$ cat config.mk
export PLATFORM = sky130hd
export DESIGN_NAME = fpmadd_issue_scheduler
export DESIGN_NICKNAME = d
export VERILOG_FILES = /design/src/rtl/fpmadd_issue_scheduler.sv
export SDC_FILE = /design/constraint.sdc
export NUM_CORES = 1
export LEC_CHECK = 0
export CAP_MARGIN = 20
export CORE_MARGIN = 2
export CORE_UTILIZATION = 50
export DETAILED_ROUTE_END_ITERATION = 7
export GPL_TIMING_DRIVEN = 0
export PLACE_DENSITY = 0.88
export SYNTH_ARGS = -nofsm -noshare
export SYNTH_HDL_FRONTEND = slang
export SYNTH_SLANG_ARGS = --single-unit
$ cat constraint.sdc
create_clock -name clk_i -period 15.3 [get_ports clk_i]
set_clock_uncertainty 0.15 [all_clocks]
set_input_delay 4.59 -clock clk_i [delete_from_list [all_inputs] [get_ports clk_i]]
set_output_delay 4.59 -clock clk_i [all_outputs]
set_load 0.05 [all_outputs]
$ cat src/rtl/fpmadd_issue_scheduler.sv
// fpmadd_issue_scheduler
//   Issue scheduler for the FP fused mul-add unit. Requests (ADD/MUL/FUSED)
//   are accepted only when the adder input and the shared writeback slot are
//   free on the cycles the op will use them. Reservation tables track every
//   in-flight op; the tag comes back when its result becomes valid.
//
//   Optional feature macro: FPMADD_STALL_STATS_EN
//     defined     -> stall_cnt_o counts enabled cycles with a blocked request
//     not defined -> stall_cnt_o is tied to zero
//
//   Table convention: index k means "k enabled cycles from now", 0 = current.
//   An op accepted with latency L completes L cycles after acceptance, so it
//   is written at post-shift index L-1 and checked at pre-shift index L.
module fpmadd_issue_scheduler #(
   parameter int MUL_LAT = 4,
   parameter int ADD_LAT = 3,
   parameter int TAG_W   = 4
) (
   input  logic             clk_i,
   input  logic             rst_i,
   input  logic             clk_en_i,
   input  logic             flush_i,
   input  logic             req_valid_i,
   output logic             req_ready_o,
   input  logic [1:0]       req_op_i,
   input  logic [TAG_W-1:0] req_tag_i,
   output logic             issue_valid_o,
   output logic [1:0]       issue_op_o,
   output logic             wb_valid_o,
   output logic             wb_unit_o,
   output logic [TAG_W-1:0] wb_tag_o,
   output logic [3:0]       inflight_o,
   output logic [31:0]      stall_cnt_o
);

   // Product is registered once before entering the adder.
   localparam int FMA_LAT = MUL_LAT + 1 + ADD_LAT;

   localparam logic [1:0] OP_ADD = 2'b00;
   localparam logic [1:0] OP_MUL = 2'b01;
   localparam logic [1:0] OP_FMA = 2'b10;

   // Writeback slot table with per-slot tag and unit (1 = multiplier output).
   logic [FMA_LAT:0]              wb_rsv_q, wb_rsv_d;
   logic [FMA_LAT:0][TAG_W-1:0]   tag_q, tag_d;
   logic [FMA_LAT:0]              unit_q, unit_d;
   // Adder-input table: a FUSED op owns the adder MUL_LAT+1 cycles after issue.
   logic [MUL_LAT+1:0]            add_rsv_q, add_rsv_d;

   logic legal;
   logic accept;

   // Per-op hazard check against the current (pre-shift) tables.
   always_comb begin
      legal = 1'b0;
      case (req_op_i)
         OP_ADD:  legal = !add_rsv_q[0] && !wb_rsv_q[ADD_LAT];
         OP_MUL:  legal = !wb_rsv_q[MUL_LAT];
         OP_FMA:  legal = !add_rsv_q[MUL_LAT+1] && !wb_rsv_q[FMA_LAT];
         default: legal = 1'b0;   // reserved encoding is never issued
      endcase
   end

   assign req_ready_o   = legal && clk_en_i && !flush_i && !rst_i;
   assign accept        = req_valid_i && req_ready_o;
   assign issue_valid_o = accept;
   assign issue_op_o    = accept ? req_op_i : 2'b00;

   // Slot 0 is the op completing now; suppressed while stalled or flushing.
   assign wb_valid_o = wb_rsv_q[0] && clk_en_i && !flush_i && !rst_i;
   assign wb_unit_o  = wb_valid_o ? unit_q[0] : 1'b0;
   assign wb_tag_o   = wb_valid_o ? tag_q[0] : '0;

   // Count of reserved writeback slots plus the op being issued this cycle.
   always_comb begin
      inflight_o = 4'd0;
      for (int k = 0; k <= FMA_LAT; k++) begin
         inflight_o = inflight_o + 4'(wb_rsv_q[k]);
      end
      inflight_o = inflight_o + 4'(accept);
   end

   // Table next state: flush clears, enabled cycle shifts toward 0 and adds
   // the newly accepted op, disabled cycle holds everything.
   always_comb begin
      wb_rsv_d  = wb_rsv_q;
      tag_d     = tag_q;
      unit_d    = unit_q;
      add_rsv_d = add_rsv_q;
      if (flush_i) begin
         wb_rsv_d  = '0;
         tag_d     = '0;
         unit_d    = '0;
         add_rsv_d = '0;
      end else if (clk_en_i) begin
         for (int k = 0; k < FMA_LAT; k++) begin
            wb_rsv_d[k] = wb_rsv_q[k+1];
            tag_d[k]    = tag_q[k+1];
            unit_d[k]   = unit_q[k+1];
         end
         wb_rsv_d[FMA_LAT] = 1'b0;
         tag_d[FMA_LAT]    = '0;
         unit_d[FMA_LAT]   = 1'b0;
         for (int k = 0; k <= MUL_LAT; k++) begin
            add_rsv_d[k] = add_rsv_q[k+1];
         end
         add_rsv_d[MUL_LAT+1] = 1'b0;
         if (accept) begin
            case (req_op_i)
               OP_ADD: begin
                  wb_rsv_d[ADD_LAT-1] = 1'b1;
                  tag_d[ADD_LAT-1]    = req_tag_i;
                  unit_d[ADD_LAT-1]   = 1'b0;
               end
               OP_MUL: begin
                  wb_rsv_d[MUL_LAT-1] = 1'b1;
                  tag_d[MUL_LAT-1]    = req_tag_i;
                  unit_d[MUL_LAT-1]   = 1'b1;
               end
               OP_FMA: begin
                  wb_rsv_d[FMA_LAT-1] = 1'b1;
                  tag_d[FMA_LAT-1]    = req_tag_i;
                  unit_d[FMA_LAT-1]   = 1'b0;
                  add_rsv_d[MUL_LAT]  = 1'b1;
               end
               default: ;
            endcase
         end
      end
   end

   // Reservation table registers.
   always_ff @(posedge clk_i) begin
      if (rst_i) begin
         wb_rsv_q  <= '0;
         tag_q     <= '0;
         unit_q    <= '0;
         add_rsv_q <= '0;
      end else begin
         wb_rsv_q  <= wb_rsv_d;
         tag_q     <= tag_d;
         unit_q    <= unit_d;
         add_rsv_q <= add_rsv_d;
      end
   end

`ifdef FPMADD_STALL_STATS_EN
   logic [31:0] stall_cnt_q, stall_cnt_d;

   // Saturating count of enabled cycles where a valid request was blocked.
   always_comb begin
      stall_cnt_d = stall_cnt_q;
      if (clk_en_i && req_valid_i && !req_ready_o && (stall_cnt_q != 32'hFFFF_FFFF)) begin
         stall_cnt_d = stall_cnt_q + 32'd1;
      end
   end

   // Stall counter register; survives flush, cleared only by reset.
   always_ff @(posedge clk_i) begin
      if (rst_i) begin
         stall_cnt_q <= '0;
      end else begin
         stall_cnt_q <= stall_cnt_d;
      end
   end

   assign stall_cnt_o = stall_cnt_q;
`else
   assign stall_cnt_o = 32'd0;
`endif

endmodule

Word-level counts from Yosys, hierarchy flattened. Index checks and enable logic that the tools add are counted.

Output and inout bits: 46. Memories: 0. RAM bits: 0. Bits in read-only memories: 0. Logic and storage cells: 53. Bits in latches: 0. Input bits: 11. Flip-flop bits (word level): 49.

Muxes and demuxes: 17. Shifts and indexed selects: 0. Reductions and logical operators: 15. Eq/ne operators: 2. Order comparisons: 0. Div/mod/pow operators: 0. Bitwise operators: 0. $mul: 0. Add/subtract/negate cells: 8.

Operators with widths (number): 4-bit by 1-bit adder with 4-bit output (5); 4-bit 2-to-1 mux (5); 1-bit logical AND (8); 8-bit 2-to-1 mux (1); 1-bit 2-to-1 mux (7); 2-bit 2-to-1 mux (3); 1-bit zero test (5); 3-bit by 1-bit adder with 4-bit output (1); 2-bit by 1-bit adder with 3-bit output (1); 1-bit one-hot mux with 3 select lines (1); 1-bit by 1-bit adder with 2-bit output (1); 2-bit by 1-bit == test with 1-bit output (second input constant) (1); 2-bit == test (second input constant) (1); 2-bit zero test (1); 2-bit OR reduction (1).

Longest topological paths before layout. Gate-level depths: netlist of run 1.

Depth after elaboration: 8. Gate-level depth with buffers: 12. Mapped depth without buffers: 11.

Least setup slack after synthesis of run 1. OpenSTA, ideal clock, no wires.

Path type: in2out. Start: input clk_en_i. End: output inflight_o[2]. Arrival: 8.817 ns. Buffers on the path: 2. Data required time: 10.560 ns. Path slack: 1.743 ns. Stages: 11. Path through: buf_2 nand4bb_1 clkbuf_1 nor2_1 fa_1 inv_1 fa_1 fa_1 fa_1 fa_1 xnor2_1.

Longest elaborated chain between the ends: 5.

Ends and longest elaborated chain: start, declared (line 21) `input logic clk_en_i,`; 1-bit logical AND (3 in a row) (line 64) `assign req_ready_o = legal && clk_en_i && !flush_i && !rst_i;`; 1-bit logical AND (line 65) `assign accept = req_valid_i && req_ready_o;`; net issue_valid_o (line 27) `output logic issue_valid_o,`; 4-bit by 1-bit adder with 4-bit output (line 80) `inflight_o = inflight_o + 4'(accept);`; end, declared (line 32) `output logic [3:0] inflight_o,`.

The timed path passes the listed nets, and every way through them passes these cells.

Final worst setup path of run 1.
Start: input rst_i. End: output inflight_o[2].

Longest elaborated chain between the ends: 4.

Ends and longest elaborated chain: start, declared (line 20) `input logic rst_i,`; 1-bit zero test (line 64); 1-bit logical AND (line 64); 1-bit logical AND (line 65); 4-bit by 1-bit adder with 4-bit output (line 80).

Every way passes these cells.

==> impl_summary.md, run 1 <==
Logic synthesis
The count of flip-flops with a built-in enable after synthesis is 0. The multiplexer area fraction after synthesis is 12.1%. The count of unique library cells instantiated by Yosys is 35. The fraction of the yosys area taken by sequential cells is 40.4%.

After synthesis, the largest family of logic cells by area is buffers and inverters. The xor/xnor cell area share of the yosys netlist is 0.393%. The area of the mapped netlist is 2230 µm². Sorting the synthesized cells by area gives the leading types as dfxtp_1 40%, mux2i_1 12%, buf_4 11%, nor2_1 5.9%, fa_1 4.5%. The Yosys step of the flow raised 0 warnings.

Of the total synthesized cell area, the portion taken by AND, OR, NAND and NOR gates is 14.8%. The synthesized netlist devotes 10.2% of its cell area to compound gates. By count the netlist is led by 45 x dfxtp_1, 35 x nor2_1, 32 x buf_4, 27 x mux2i_1, 18 x inv_1. In the synthesized netlist the async set-or-reset flop fraction comes to 0%. After synthesis, the mean cell area works out to 9.05 µm². The number of cells produced by synthesis is 246.

The post-synthesis adder-cell area fraction is 5.62%. The dominant register cell in the synthesized netlist is dfxtp_1. The share of synthesized area in the top cell type comes to 40.4%. Counting flops and latches in the post-synthesis netlist gives 45. Among all cell types in the netlist, the one instantiated most often is dfxtp_1.

The cell accounting for the most synthesized area is dfxtp_1.

STA
The share of the clock period used by the worst path is 89.9%. The final critical-path required period is 13.76 ns. The number of slew-limit violations in the final report is 0. Setup violations remaining at the end of the flow were counted as 0. In the final timing run, aggregate negative setup slack is 0 ns.

The achievable frequency is 72.7 MHz. For the pin with the worst max-slew slack, the measured transition is 1.07 ns. The count of endpoints failing hold in the final timing report is 0.

The max-slew headroom at the worst pin is 28.3%. Setup repair after global routing left no endpoint under its margin.

Detailed routing
For this block, the initial DRC count from the detailed router was 118. The number of design rule violations left after detail routing is 0. The average vias per placed instance is 4.85. The final route contains 1746 vias. The average routed wire per standard cell is 12.2 µm. After detailed routing, the total wire length is 4.38 mm. In this run the remaining antenna-violating nets after routing total 0. The detailed-router iteration count before antenna repair is 5.

Outcome
The run finished with clean final reports.

Clock network
The tree built by TritonCTS fans out to 45 sinks. The TritonCTS clock tree is built. Clock latency on the worst-skew pair, taken at its later pin, is 0.30 ns. In this run, CTS created clock tree buffers numbering 5.

The clock tree synthesis step divided the H-tree into 2 levels. The number of hold buffers added after CTS is 0. The clock tree root driver cell is clkbuf_8.

The number of buffers between clock root and the deepest sink is 2. Buffers added to address setup during post-CTS repair amount to 0. The number of gates resized after cts is 0. The clock transition at the registers of the reported paths is 0.08 ns.

GRT
The via count of the first global-routing pass is 1567. The overflow left after global routing is 0. The number of antenna violations at the first check in global routing is 0. The aggregate global-route resource usage is 18.3%. The first global-routing pass estimated 7.25 mm of wire. The largest net degree at the start of global routing is 15.

Worst setup path
For flop-to-flop paths, the worst setup slack is 13.38 ns. On the critical path, the stage with the largest delay is an instance of clkdlybuf4s50_1. Along the worst path, the maximum fanout reaches 9.

The critical path's top delay family is adder cells. The kind of capture point of the worst setup path is an output port. STA puts the critical path data required time at 10.56 ns. In this run the critical register-to-register path is launched from wb_rsv_q[3]$_SDFFE_PP0P_. The critical path startpoint is rst_i. The worst register-to-register path ends at wb_rsv_q[2]$_SDFFE_PP0P_.

Measured in cells, the most critical reg-to-reg path has a length of 3. The critical path ends at inflight_o[2]. The combined buffer and inverter count along the critical path is 4. At the worst endpoint, the arrival time is 9.02 ns.

The most prevalent standard cell on the critical path is fa_1. The start-to-end type of the worst setup path is input pin to output port. The critical path runs through a total of 12 cells. The highest cell delay on the worst timing path is 0.81 ns. The critical path goes through clkdlybuf4s50_1 > nand4bb_1 > clkbuf_1 > nor2_1 > fa_1 > inv_1 > fa_1 > fa_1 > fa_1 > fa_1 > xnor2_1 > clkdlybuf4s50_1. The worst setup path is launched from an input pin.

Placed design
The wire-length estimate of the detail-placed layout is 3.22 mm. The port buffer count is 23. The congestion estimate from routability-driven global placement came to 0.880.

Die
The count of standard-cell rows is 24. For this configuration, the core starts out at a cell density of 51.5%. The floorplan step defined a core boundary enclosing 4320 µm². During I/O placement, the number of pins put on the boundary was 57. From left edge to right edge, the die measures 70.7 µm. The die height is 70.7 µm. The floorplan die area is 5000 µm².

Worst hold path
The critical hold path startpoint is unit_q[3]$_SDFFE_PP0P_. The worst hold path stage count is 2. The path type of the worst min-delay path is register to register.

Final layout
The number of antenna diodes in the final layout is 0. At the end of the flow the core is filled with cells to 63.8%. From synthesis to final layout, the design area changed by 23.9%.

The final-stage net count is 325. The share of cells above drive strength 1 is 15.6%.

Pwr
The total power per unit cell area is 91.6 nW/µm². The peak ir drop on the vdd network is 0.0595 mV. The leakage dissipation is 0.00119 µW.

Job
Max-cap violations in this run came to 0.
-- cell usage in the layout, fill, tap and decap left out, types with 2 or more instances in the layout --
cell / count
nor3_1: 5
nand3_1: 4
and2_1: 6
o21a_1: 2
o21ai_0: 14
buf_2: 4
fa_1: 5
a311oi_1: 4
nand2_1: 3
dfxtp_1: 45
clkbuf_8: 6
a32oi_1: 4
nor2_1: 35
mux2i_1: 27
clkbuf_1: 8
clkdlybuf4s50_1: 23
a31oi_1: 5
nand2b_1: 2
inv_1: 18
buf_4: 32
a21oi_1: 5
conb_1: 32
ha_1: 2
nor2b_1: 2
-- metrics by stage --
step	hold slack (ns)	instances	area [µm²]	setup WS, ns	total power, µW
6_report	0.320	360	2760	1.54	253
4_1_cts	0.320	360	2760	1.54	254
5_1_grt	0.339	360	2760	1.35	261
2_1_floorplan	0.295	277	2340	1.74	156
3_3_place_gp	0.302	352	2640	1.66	162
3_5_place_dp	0.307	352	2640	1.55	163
-- report_power, final --
group          internal [µW]  switching, µW  total [µW]
clock                   53.1           39.2        92.3
sequential               118          0.539         119
combinational           12.7           29.2        42.0
total                    184           69.0         253
-- worst reg2reg max path: cells and delay by family (launching register included) --
kind,cells,cell delay [ns]
compound gates,2,0.40
flops,1,0.38
simple gates,1,0.93
-- kinds of logic (layout without fill, tap and decap cells) --
family | count (synthesis) | in the layout
compound gates | 36 | 36
xor+xnor | 1 | 1
fa+ha+maj | 7 | 7
buf+inv | 63 | 94
flops | 45 | 45
mux | 27 | 27
other cells | 1 | 32
simple gates | 66 | 66
-- layout make-up --
class	instances	area (µm²)
multi-input combinational	169	1080
sequential	45	901
clock buffer	6	82.6
fill	355	1570
tap	52	65.1
buffer	45	294
inverter	18	67.6
timing repair buffer	23	230
clock inverter	2	37.5
-- state kept, by name, summed over array words and instances, names as in the netlist --
register,cells
wb_rsv_q,4
tag_q,32
add_rsv_q,5
unit_q,4
-- layer usage --
metal  routed length [µm]  GRT usage [%]  vias up
met1                 1890           24.1      791
met5                    0              0        -
met3                  344           3.85        9
li1                     -              -      876
met4                   82           8.18        0
met2                 2060           29.2       70
-- how the worst min path moves through the flow --
| stage | slack, ns | end |
|---|---|---|
| final | 0.32 | unit_q[3]$_SDFFE_PP0P_ |
| after global routing | 0.34 | unit_q[3]$_SDFFE_PP0P_ |
| after CTS | 0.32 | unit_q[3]$_SDFFE_PP0P_ |
| after detailed placement | 0.31 | unit_q[3]$_SDFFE_PP0P_ |
| after global placement | 0.30 | unit_q[3]$_SDFFE_PP0P_ |
| after floorplan | 0.30 | unit_q[3]$_SDFFE_PP0P_ |
No activity file was read; power rests on OpenSTA's default activity.
==> inputs of run 2 (changes only) <==
--- a/config.mk
+++ b/config.mk
@@ -5,12 +5,14 @@
 export SDC_FILE = /design/constraint.sdc
 export NUM_CORES = 1
 export LEC_CHECK = 0
-export CAP_MARGIN = 20
+export CAP_MARGIN = 0
+export CORE_ASPECT_RATIO = 0.5
 export CORE_MARGIN = 2
 export CORE_UTILIZATION = 50
 export DETAILED_ROUTE_END_ITERATION = 7
 export GPL_TIMING_DRIVEN = 0
 export PLACE_DENSITY = 0.88
+export SETUP_SLACK_MARGIN = 0.05
 export SYNTH_ARGS = -nofsm -noshare
 export SYNTH_HDL_FRONTEND = slang
 export SYNTH_SLANG_ARGS = --single-unit
==> run 2 against run 1 <==
Compared with the run above:
- sequential power about the same
- die area up 0.65%
- power up 0.48%
- core utilization down 0.077 points
- global-route usage up 1.1 points
- sequential share of layout area down 0.074 points
- critical path type unchanged
- largest cell class unchanged
- largest power group unchanged
- highest routed layer unchanged
==> impl_summary.md, run 2 (synthesis results as in run 1) <==
Final layout
The area used by multi-input combinational logic is 1080 µm². In the final layout, the registers with the most flip-flops are tag_q x32, add_rsv_q x5. In the layout the commonest cells are 45 x dfxtp_1, 35 x nor2_1, 32 x buf_4, 32 x conb_1, 27 x mux2i_1. The area growth from synthesis to layout is 24.2%.

The share of cells above drive strength 1 is 15.6%. The register with the most flip-flops in the layout has 32 of them. Across the whole layout, storage elements account for 901 µm². Leaving out fill and tap cells, the most frequent cell in the layout is dfxtp_1.

The number of filler instances in the final layout is 351. The repair_antennas step left the layout with diodes totalling 0. Ranked by flip-flop count, first place goes to tag_q. After the last flow step, the layout net total stands at 325.

Detailed routing
The detailed-router iteration count before antenna repair is 4. In the final routing, the length of wire on met1 measures 1.91 mm. The average vias per placed instance is 4.89. Wires add up to 4.61 mm. The average routed wire per standard cell is 12.6 µm. The detailed router placed 1784 vias in this run. After detailed routing, the number of remaining DRC violations is 0. The detailed router finished its first iteration with 108 violations.

The detailed route wirelength on metal2 is 2.21 mm. The number of nets with antenna violations after detailed routing is 0. The total length of routed met3 wires is 384 µm. Signal routing reaches up to met4.

Pwr
The total power per unit cell area is 91.9 nW/µm². The leakage dissipation is 0.00119 µW. Across the VDD grid, the largest voltage drop is 0.0413 mV. The power consumption is 254 µW.

Clock network
The post-CTS repair timing setup buffer count is 0. For this design, the sink count on the clock tree is 45. Hold repair after CTS inserted 0 buffers.

TritonCTS built the clock tree. The number of gates resized after CTS was 0. The clock tree synthesis step divided the H-tree into 2 levels. The clock tree root driver cell is clkbuf_8. The number of buffers between clock root and the deepest sink is 2. The number of buffers created by CTS is 5. Clock-pin slew was measured on the worst setup and hold paths at 0.08 ns.

The clock reaches the later pin of the worst-skew pair after 0.30 ns.

Die
The count of standard-cell rows is 17. In this run the count of I/O pins placed on the die edge is 57. The die is 51.2 µm tall.

The floorplan step defined a die boundary enclosing 5040 µm². The initial cell density of the core is 51.3%. The floorplan step set the die width to 98.4 µm. The core region is 4340 µm².

Worst hold path
The sink of the worst hold path is unit_q[3]$_SDFFE_PP0P_. The worst hold path stage count is 2. The path type of the worst min-delay path is register to register. The critical hold path startpoint is unit_q[3]$_SDFFE_PP0P_.

Outcome
The flow ran to the end, and the final reports show no timing, DRC or antenna violations.

Worst setup path
The reg-to-reg setup timing slack is 13.44 ns. By startpoint and endpoint, the worst setup path is classified as input pin to output port. The worst setup path is captured at an output port. STA classifies the critical path startpoint as an input pin. The arrival time at the worst endpoint is 9.05 ns. The logic depth of the worst register-to-register path is 3. The endpoint identified for the worst register-to-register timing path is unit_q[2]$_SDFFE_PP0P_. Of all nets on the critical path, the largest fanout is 9. The required time of the critical path is 10.56 ns. The startpoint identified for the worst register-to-register timing path is wb_rsv_q[3]$_SDFFE_PP0P_.

STA
For this run, the top clock speed supported by timing is 72.5 MHz. The number of slew-limit violations in the final report was 0. The worst-margin pin slew is 1.03 ns. The final setup violation count is 0. Setup repair after global routing left no endpoint under its margin.

The routed design could run at a clock period as short as 13.79 ns. In the final timing run, aggregate negative setup slack is 0 ns. The count of endpoints failing hold in the final timing report is 0.

The worst pin sits at a relative slew slack of 31.0%. The final critical path takes up 90.1% of the cycle.

GRT
The overflow left after global routing is 0. Entering global routing, the biggest net connects 15 pins. The number of antenna violations at the first check in global routing is 0. In the global route stage, overall resource usage came out at 19.4%. The via count of the first global-routing pass is 1709. The first-pass GRT wire length is 7.68 mm.

Placed design
At the end of routability-driven placement, the weighted congestion stood at 0.820. The wire-length estimate of the detail-placed layout is 3.28 mm. The port buffer count is 23.

Job
The max capacitance violation total is 0.
==> run 2: cell counts in the layout (fill, tap and decap cells not counted) <==
Identical to the previous run, type by type.
==> run 2: final cells by class <==
type | count | area share, %
sequential | 45 | 32.6
clock inverter | 2 | 1.36
tap | 57 | 2.58
clock buffer | 6 | 2.99
timing repair buffer | 23 | 8.33
inverter | 18 | 2.44
buffer | 45 | 10.6
multi-input combinational | 169 | 39.1
==> run 2: layer usage <==
metal | GRT usage (%) | vias up
met5 | 0 | -
met1 | 22.4 | 806
met2 | 34.7 | 83
met3 | 4.79 | 15
met4 | 9.13 | 0
li1 | - | 880
==> run 2: worst max-delay path by stage <==
stage	start	end	slack, ns	cells after the start
3_3_place_gp	rst_i	inflight_o[2]	1.69	12
6_report	flush_i	inflight_o[2]	1.51	12
2_1_floorplan	clk_en_i	inflight_o[2]	1.74	11
5_1_grt	rst_i	inflight_o[2]	1.33	12
4_1_cts	flush_i	inflight_o[2]	1.54	12
3_5_place_dp	rst_i	inflight_o[2]	1.57	12
==> run 2: power by group <==
group	leakage, µW	total [µW]	internal, µW	switching [µW]
combinational	0.000770	41.8	12.7	29.1
clock	0.0000574	93.6	53.1	40.5
sequential	0.000363	119	118	0.589
total	0.00119	254	184	70.3
==> run 2: critical path: stages <==
cell	delay (ns)
clkdlybuf4s50_1	0.51
nand4bb_1	0.13
clkbuf_1	0.35
nor2_1	0.16
fa_1	0.50
inv_1	0.05
fa_1	0.50
fa_1	0.44
fa_1	0.43
fa_1	0.43
xnor2_1	0.15
clkdlybuf4s50_1	0.81
==> run 2: through the flow <==
step                      instance area (µm²)  hold slack (ns)  setup slack (ns)  instances  util, %
final                                    2770            0.320              1.51        365     63.7
after floorplan                          2340            0.295              1.74        277        -
after global placement                   2650            0.302              1.69        357     61.0
after detailed placement                 2650            0.307              1.57        357     61.0
after CTS                                2770            0.319              1.54        365     63.7
after global routing                     2770            0.350              1.33        365     63.7
==> inputs of run 3 (changes only) <==
--- a/config.mk
+++ b/config.mk
@@ -9,9 +9,10 @@
 export CORE_ASPECT_RATIO = 0.5
 export CORE_MARGIN = 2
 export CORE_UTILIZATION = 50
+export CTS_CLUSTER_SIZE = 28
 export DETAILED_ROUTE_END_ITERATION = 7
 export GPL_TIMING_DRIVEN = 0
-export PLACE_DENSITY = 0.88
+export PLACE_DENSITY = 0.89
 export SETUP_SLACK_MARGIN = 0.05
 export SYNTH_ARGS = -nofsm -noshare
 export SYNTH_HDL_FRONTEND = slang
==> run 3 against run 2 <==
Compared with the run above:
- cell count did not move
- combinational power about the same
- sequential power is essentially flat
- final area shrank 0.14%
- non-clock buffer count is the same
- power decreased by 0.95%
- global-route usage fell by 0.49 points
- clock-buffer cell count grew 1
- maximum frequency rose by 0.38%
- clock power fell by 2.5%
- critical endpoint unchanged
- largest power group unchanged
- highest routed layer unchanged
==> impl_summary.md, run 3 (synthesis results as in run 1) <==
Job
Across the run, the number of max-cap violations was 0.

STA
The number of slew-limit violations in the final report is 0. The achievable frequency is 72.8 MHz. Headroom to the max-slew limit came out at 27.2%. At the pin with the least slew margin, the transition time is 1.08 ns. The total negative setup slack is 0 ns. Setup repair after global routing left no endpoint under its margin. The final critical-path required period is 13.74 ns. The final critical path takes up 89.8% of the cycle. The count of endpoints failing hold in the final timing report is 0. On the final layout, the worst hold slack is 0.334 ns.

The final setup violation count is 0.

Worst setup path
STA puts the critical path data required time at 10.56 ns. The arrival time at the worst endpoint is 9.00 ns. The start-to-end type of the worst setup path is input pin to output port. The top fanout value on the critical path is 9. The kind of capture point of the worst setup path is an output port. The startpoint type of the worst setup path is an input pin.

Placed design
The port buffer count is 23. The detailed placer's ending HPWL is 3.29 mm. The number of cells in the design after placement is 357.

The routability congestion estimate from global placement is 0.833.

Final layout
The utilization after layout is 63.6%. The largest registers in the layout are tag_q x32, add_rsv_q x5. The repair_antennas step left the layout with diodes totalling 0. The library cells used most frequently in the layout, excluding fill and tap cells, are 45 x dfxtp_1, 35 x nor2_1, 32 x buf_4, 32 x conb_1, 27 x mux2i_1. The register with the most flip-flops in the layout has 32 of them. The area growth from synthesis to layout is 24.0%. Cells with a size suffix above 1 make up 15.3% of the layout.

The final-stage net count is 325. Leaving out fill and tap cells, the most frequent cell in the layout is dfxtp_1. Ranked by flip-flop count, first place goes to tag_q. The non-filler instance count after layout is 365.

Pwr
Power spread over the standard cell area amounts to 91.1 nW/µm². In this run the static leakage power is 0.00119 µW. VDD sags by at most 0.0434 mV.

Die
The floorplan die area is 5040 µm². The initial utilization of the core area, before any placement, comes to 51.3%. In this run the core area contains 17 standard-cell rows. The region available for standard cell placement spans 4340 µm². From left edge to right edge, the die measures 98.4 µm. The die height is 51.2 µm. 57 I/O pins were placed.

GRT
The overflow left after global routing is 0. The via count of the first global-routing pass is 1681. The number of antenna violations at the first check in global routing is 0. For this run, the total global-route usage over all layers was measured as 18.9%. The first global-routing pass estimated 7.58 mm of wire. The largest net degree at the start of global routing is 14.

Detailed routing
The average routed wire per standard cell is 12.3 µm. For this run, the detailed router's first-pass iteration total came to 4. The routed layout has 1771 vias. The average vias per placed instance is 4.85. The number of design rule violations left after detail routing is 0. For this block, the initial DRC count from the detailed router was 178. After detailed routing, the total wire length is 4.48 mm.

The detail route stage leaves a number of antenna-violating nets equal to 0.

Clock network
Clock tree synthesis selected as its root buffer the cell clkbuf_8. The post-CTS repair timing setup buffer count is 0. The number of hold buffers added after CTS is 0. The tree built by TritonCTS fans out to 45 sinks.

The H-tree generated during clock tree synthesis spans 2 levels. In this run, CTS created clock tree buffers numbering 5. The clock transition at the registers of the reported paths is 0.08 ns. The TritonCTS clock tree is built.

In this run the deepest clock path goes through 2 buffers. The number of gates resized after cts is 0. The insertion delay to the later sink of the worst-skew pair is 0.29 ns.

Outcome
The run finished with clean final reports.

Worst hold path
The path class of the tightest hold or removal check is register to register.
==> run 3: cell count changes in the layout (fill, tap and decap cells not counted), sizes merged <==
cell / change
clkbuf: +1
clkinvlp: -1
==> run 3: worst paths after layout <==
check / endpoint / startpoint / cells past startpoint / slack (ns)
worst min register to register: tag_q[12]$_SDFFE_PP0P_ / tag_q[16]$_SDFFE_PP0P_ / 2 / 0.33
worst max-delay path: inflight_o[2] / rst_i / 12 / 1.56
worst min-delay path: tag_q[12]$_SDFFE_PP0P_ / tag_q[16]$_SDFFE_PP0P_ / 2 / 0.33
worst max register to register: unit_q[2]$_SDFFE_PP0P_ / wb_rsv_q[3]$_SDFFE_PP0P_ / 3 / 13.38
==> run 3: area by class of cell <==
class                   instances  area [µm²]
fillers                       362        1580
multi-input cells             169        1080
flip-flops and latches         45         901
plain buffers                  45         294
repair buffers                 23         230
clock buffers                   7        86.3
well taps                      57        71.3
inverters                      18        67.6
clock inverters                 1        30.0
==> run 3: through the flow <==
step	total power [µW]	setup slack, ns	instance area, µm²
4_1_cts	251	1.54	2760
6_report	252	1.56	2760
5_1_grt	260	1.43	2760
3_3_place_gp	162	1.69	2650
3_5_place_dp	162	1.55	2650
2_1_floorplan	156	1.74	2340
==> run 3: metal layers <==
layer,up-vias,GRT usage (%),part of all wire (%)
li1,878,-,-
met4,0,7.31,1.5
met1,800,22.3,43
met2,82,34.2,47
met3,11,4.38,8.0
met5,-,0,0
==> run 3: power breakdown <==
part | leakage, µW | internal (µW) | total, µW | switching (µW)
clock network | 0.0000585 | 53.2 | 91.3 | 38.0
logic | 0.000770 | 12.7 | 41.8 | 29.1
registers | 0.000363 | 118 | 119 | 0.551
total | 0.00119 | 184 | 252 | 67.7
==> run 3: critical path, stage by stage <==
cell and delay (ns):
clkdlybuf4s50_1 0.52, nand4bb_1 0.14, clkbuf_1 0.33, nor2_1 0.14, fa_1 0.50, inv_1 0.05
fa_1 0.50, fa_1 0.43, fa_1 0.42, fa_1 0.42, xnor2_1 0.14, clkdlybuf4s50_1 0.81
